$ cat config.mk
export PLATFORM = sky130hd
export DESIGN_NAME = multdiv_unit
export DESIGN_NICKNAME = d
export VERILOG_FILES = /design/src/rtl/multdiv_unit.sv
export SDC_FILE = /design/constraint.sdc
export NUM_CORES = 1
export LEC_CHECK = 0
export ABC_AREA = 1
export CORE_MARGIN = 3
export CORE_UTILIZATION = 50
export DETAILED_ROUTE_END_ITERATION = 10
export GPL_TIMING_DRIVEN = 0
export PLACE_DENSITY = 0.7
export REMOVE_ABC_BUFFERS = 1
export SETUP_SLACK_MARGIN = 0.4
export SYNTH_ARGS = -nofsm -noshare
export SYNTH_HDL_FRONTEND = slang
export SYNTH_SLANG_ARGS = --single-unit
$ cat constraint.sdc
create_clock -name clock -period 3.5 [get_ports clock]
set_input_delay 0.525 -clock clock [delete_from_list [all_inputs] [get_ports clock]]
set_output_delay 0.525 -clock clock [all_outputs]
set_load 0.01 [all_outputs]
$ cat src/rtl/multdiv_unit.sv
// Iterative signed/unsigned multiply-divide unit: shift-add multiply, restoring divide.
// Define MULTDIV_DIVZERO_EN to short-circuit division by zero with a div_zero flag.
module multdiv_unit #(
    parameter int WIDTH = 32
) (
    input  logic             clock,
    input  logic             reset,
    input  logic             start,
    input  logic [1:0]       op,
    input  logic [WIDTH-1:0] a,
    input  logic [WIDTH-1:0] b,
    output logic [WIDTH-1:0] hi,
    output logic [WIDTH-1:0] lo,
    output logic             busy,
    output logic             done,
    output logic             div_zero
);
    typedef enum logic [1:0] {IDLE, CALC, FIX, DONE} stateT;

    localparam int CW = $clog2(WIDTH + 1);
    localparam logic [CW-1:0] LAST = CW'(WIDTH);

    stateT state, nextState;

    logic [1:0]       opReg;
    logic [WIDTH-1:0] aReg, bReg, bMag, accHi, accLo;
    logic [CW-1:0]    count;

    logic             signedOp, isDiv, aNeg, bNeg, divByZero;
    logic [WIDTH-1:0] aMag, bMagNext;
    logic [WIDTH:0]   mulSum, divShift;
    logic             divFits;
    logic [WIDTH-1:0] divRem;
    logic [WIDTH-1:0] fixHi, fixLo;

`ifdef MULTDIV_DIVZERO_EN
    logic dzReg;
    logic startDz;
    assign startDz = op[1] && (b == '0);
`endif

    assign signedOp  = ~opReg[0];
    assign isDiv     = opReg[1];
    assign aNeg      = signedOp & aReg[WIDTH-1];
    assign bNeg      = signedOp & bReg[WIDTH-1];
    assign divByZero = (bReg == '0);
    assign aMag      = aNeg ? -aReg : aReg;
    assign bMagNext  = bNeg ? -bReg : bReg;

    assign mulSum   = {1'b0, accHi} + ({1'b0, bMag} & {(WIDTH+1){accLo[0]}});
    assign divShift = {accHi, accLo[WIDTH-1]};
    assign divFits  = divShift >= {1'b0, bMag};
    assign divRem   = divShift[WIDTH-1:0] - bMag;

    // Quotient keeps its natural all-ones value when the divisor is zero.
    always_comb begin
        fixHi = accHi;
        fixLo = accLo;
        unique case (1'b1)
            !isDiv: begin
                if (aNeg ^ bNeg) {fixHi, fixLo} = -{accHi, accLo};
            end
            isDiv: begin
                if ((aNeg ^ bNeg) && !divByZero) fixLo = -accLo;
                if (aNeg) fixHi = -accHi;
            end
            default: ;
        endcase
    end

    always_ff @(posedge clock) begin
        if (reset) state <= IDLE;
        else       state <= nextState;
    end

    always_comb begin
        nextState = state;
        unique case (state)
            IDLE: begin
                if (start) begin
`ifdef MULTDIV_DIVZERO_EN
                    nextState = startDz ? DONE : CALC;
`else
                    nextState = CALC;
`endif
                end
            end
            CALC: if (count == LAST) nextState = FIX;
            FIX:  nextState = DONE;
            DONE: nextState = IDLE;
            default: nextState = IDLE;
        endcase
    end

    always_comb begin
        busy     = (state != IDLE);
        done     = (state == DONE);
`ifdef MULTDIV_DIVZERO_EN
        div_zero = (state == DONE) && dzReg;
`else
        div_zero = 1'b0;
`endif
    end

    // The first CALC cycle loads magnitudes; the remaining WIDTH do one bit each.
    always_ff @(posedge clock) begin
        if (reset) begin
            opReg <= '0;
            aReg  <= '0;
            bReg  <= '0;
            bMag  <= '0;
            accHi <= '0;
            accLo <= '0;
            count <= '0;
            hi    <= '0;
            lo    <= '0;
`ifdef MULTDIV_DIVZERO_EN
            dzReg <= 1'b0;
`endif
        end else begin
            unique case (state)
                IDLE: begin
                    if (start) begin
                        opReg <= op;
                        aReg  <= a;
                        bReg  <= b;
                        count <= '0;
`ifdef MULTDIV_DIVZERO_EN
                        dzReg <= startDz;
`endif
                    end
                end
                CALC: begin
                    count <= count + CW'(1);
                    if (count == '0) begin
                        accHi <= '0;
                        accLo <= aMag;
                        bMag  <= bMagNext;
                    end else if (isDiv) begin
                        accHi <= divFits ? divRem : divShift[WIDTH-1:0];
                        accLo <= {accLo[WIDTH-2:0], divFits};
                    end else begin
                        {accHi, accLo} <= {mulSum, accLo[WIDTH-1:1]};
                    end
                end
                FIX: begin
                    hi <= fixHi;
                    lo <= fixLo;
                end
                default: ;
            endcase
        end
    end
endmodule

==> out/metrics.yaml <==
detailed_routing:
  wl_mm: 71.4
  dr.pass1.iters: 6
  routed_via_density: 5.60
  vias: 21400
  detail-route-antenna-nets: 0
  drc: 0
  drtIter0Drc: 2171
  wire_per_inst_um: 18.7
global_route:
  grt_pass1_vias: 19300
  grt_usage_pct: 33.7
  antenna_found_initial: 1
  grt_pass1_wl_mm: 109
  grt_max_degree: 114
  grt-ovfl-total: 0
power:
  vdd_drop_max_mv: 0.670
  pwr_density_cell_mw_per_mm2: 853
  p_leak_nw: 10.7
setup_path:
  cpMostUsedCell: "nand2_1"
  crit_arrival_ns: 3.46
  crit_chain: "ha_1 > nand2_1 > nand2_1 > inv_1 > nand2_1 > a21oi_2 > nand3_2 > nand2_4 > nand3_2 > nand2_1 > o21ai_0 > nand3_1 > a21oi_1"
  cp-end-kind: "register"
  worstPathMaxFanout: 10
  criticalPathCategory: "register to register"
  cp_slowest_cell: "dfxtp_1"
  slowest_delay_ns: 0.66
  crit_path_start_kind: "register"
  required_ns: 3.94
synthesis:
  synth-xor-area-share_pct: 4.02
  synth_seq_cells: 234
  yosysMostFrequentCell: "nand2_1"
  synth_top_family_by_area: "simple AND/OR/NAND/NOR gates"
  synth-compound-area-share_pct: 18.8
  synth_fa_ha_area_share_pct: 5.04
  yosys_warnings: 0
  synth_mux_area_share_pct: 0
  synth_cell_type_count: 63
  synth-seq-area-share_pct: 24.4
  ys_top_cells_by_count: "810 x nand2_1, 470 x inv_1, 372 x nor2_1"
  avgSynthCellArea_um2: 5.93
  synth_area_leader_cell: "dfxtp_1"
  synth-main-ff-cell: "dfxtp_1"
  synth_cells: 3235
  async_reset_ff_share_pct: 0
  yosys-top-cells-area: "dfxtp_1 24%, nand2_1 16%, inv_1 9.2%, nor2_1 7.3%, a21oi_1 6.7%"
  netlist_area_mm2: 0.0192
  synth_top_area_share_pct: 24.4
  yosys.area_share.simple_pct: 35.2
  synth_enable_flop_cells: 0
sta:
  finalClockSkew_ns: 0.0153
  worstMarginPinSlew_ns: 0.876
  hold_slack_ns: 0.438
  relSlewSlack_pct: 41.5
  setup_tns_ns: 0
  min_period_ns: 3.02
  finalMaxSlewViolations: 0
  finalHoldViolCount: 0
  rsz0062_at_grt: "yes"
  setup_viol: 0
  finalCritPeriodShare_pct: 86.4
  fmax_mhz: 331
finish:
  num_antenna_cells: 0
  nNetsFinal: 3434
  syn_to_final_growth_pct: 14.1
  fill_cells: 3782
  drive_gt1_share_pct: 5.44
placement:
  portBuffers: 134
  gp_congestion: 0.994
  post-dp-hpwl_mm: 55.4
outcome:
  outcome: "complete, no violations"
floorplanning:
  rows: 71
  start_util_pct: 50.8
  die_height_um: 202
  coreArea_mm2: 0.0378
  pin_count: 136
  die_x_um: 202
  dieArea_mm2: 0.0407
clock_network:
  hold_buffers: 0
  cts-root-buf: "clkbuf_16"
  clk_latency_ns: 0.57
  h-tree-depth: 1
  cts_tree: "done"
  cts_made_buffers: 27
  clock_sinks: 234
  cts.clk_slew.worst_paths_ns: 0.06
  cts_buffer_depth: 3
worst_hold_path:
  holdCritPathClass: "primary input to register"
flow_run:
  drv_cap: 0
[routing by layer]
metal  routed length [um]  track usage [%]  up-vias
li1                     -                -    10500
met1                32000             49.0     9711
met2                30100             51.2      990
met3                 6540             4.48      139
met4                 2770             11.7        2
met5                   13                0        -
[flip-flops by register name, indices dropped and copies added, names as in the netlist]
name / count
hi: 32
opReg: 2
accLo: 32
aReg: 32
count: 6
lo: 32
accHi: 32
bReg: 32
bMag: 32
state: 2
[final cells by class]
class,instances,area (um2),share of cell area [%]
Multi-Input combinational cell,2393,12200,55.6
Clock buffer,39,821,3.75
Timing Repair Buffer,149,1620,7.39
Sequential cell,234,4700,21.5
Inverter,484,1830,8.35
Tap cell,511,639,2.92
Clock inverter,9,95.1,0.435
[critical path, delay by kind of cell, from the launching register on]
family | cells | cell delay, ns
AO/OA/AOI/OAI | 3 | 0.53
buffers and inverters | 1 | 0.10
adder cells (fa/ha/maj) | 1 | 0.41
flip-flops | 1 | 0.66
AND/OR/NAND/NOR | 8 | 1.19
[power by group]
group | internal, mW | leakage, nW | switching, mW
registers | 3.47 | 1.92 | 0.872
clock network | 1.70 | 0.455 | 1.21
logic | 3.71 | 8.28 | 7.69
total | 8.88 | 10.7 | 9.78
[kinds of logic after synthesis]
group           after synthesis
compound gates              649
xor+xnor                     88
fa+ha+maj                    76
buf+inv                     608
flops                       234
other cells                   1
simple gates               1579
[path summary, 6_finish.rpt]
| check | end | slack [ns] | from | cells past startpoint |
|---|---|---|---|---|
| min reg2reg | lo[19] | 0.48 | lo[19] | 2 |
| max reg2reg | accHi[31] | 0.48 | accHi[15] | 13 |
| max | accHi[31] | 0.48 | accHi[15] | 13 |
| min | hi[19] | 0.44 | reset | 4 |
[through the flow]
stage               instance area [um2]  power (mW)  util, %  worst slack (ns)  cells
finish                            21900        18.7     57.9             0.476   3819
floorplan                         18600        11.7        -             -1.18   3111
CTS                               21800        18.4     57.8             0.427   3816
global route                      21900        20.1     57.9             0.382   3819
global placement                  20600        15.1     54.5             -5.22   3756
detailed placement                20900        15.4     55.2            -0.367   3765
[cells in the final DEF, fill, tap and decap left out, types with 5 or more instances in the layout]
master	n
a211oi_1	8
a21o_1	7
a21oi_1	258
a221oi_1	8
a31oi_1	15
buf_16	6
buf_4	6
clkbuf_16	27
clkbuf_8	10
clkdlybuf4s50_1	133
clkinv_2	5
dfxtp_1	222
dfxtp_2	10
ha_1	71
inv_1	466
inv_2	12
nand2_1	809
nand2_2	13
nand2_4	6
nand3_1	216
nand3_2	7
nand3b_1	13
nand4_1	40
nor2_1	371
nor2_2	19
nor2_4	6
nor3_1	41
nor3_2	8
nor4_1	8
o211ai_1	31
o21ai_0	231
o21ai_1	29
o21bai_1	19
o22ai_1	11
or2_2	10
xnor2_1	7
xor2_1	81
[what timing repair did]
| action | in CTS | in global routing |
|---|---|---|
| pin swaps | 1 | 0 |
| setup endpoints to repair | 84 | 21 |
| setup buffers | 3 | 3 |
| gates resized for setup | 6 | 16 |
Note: power is estimated with default switching activity, not from simulation.
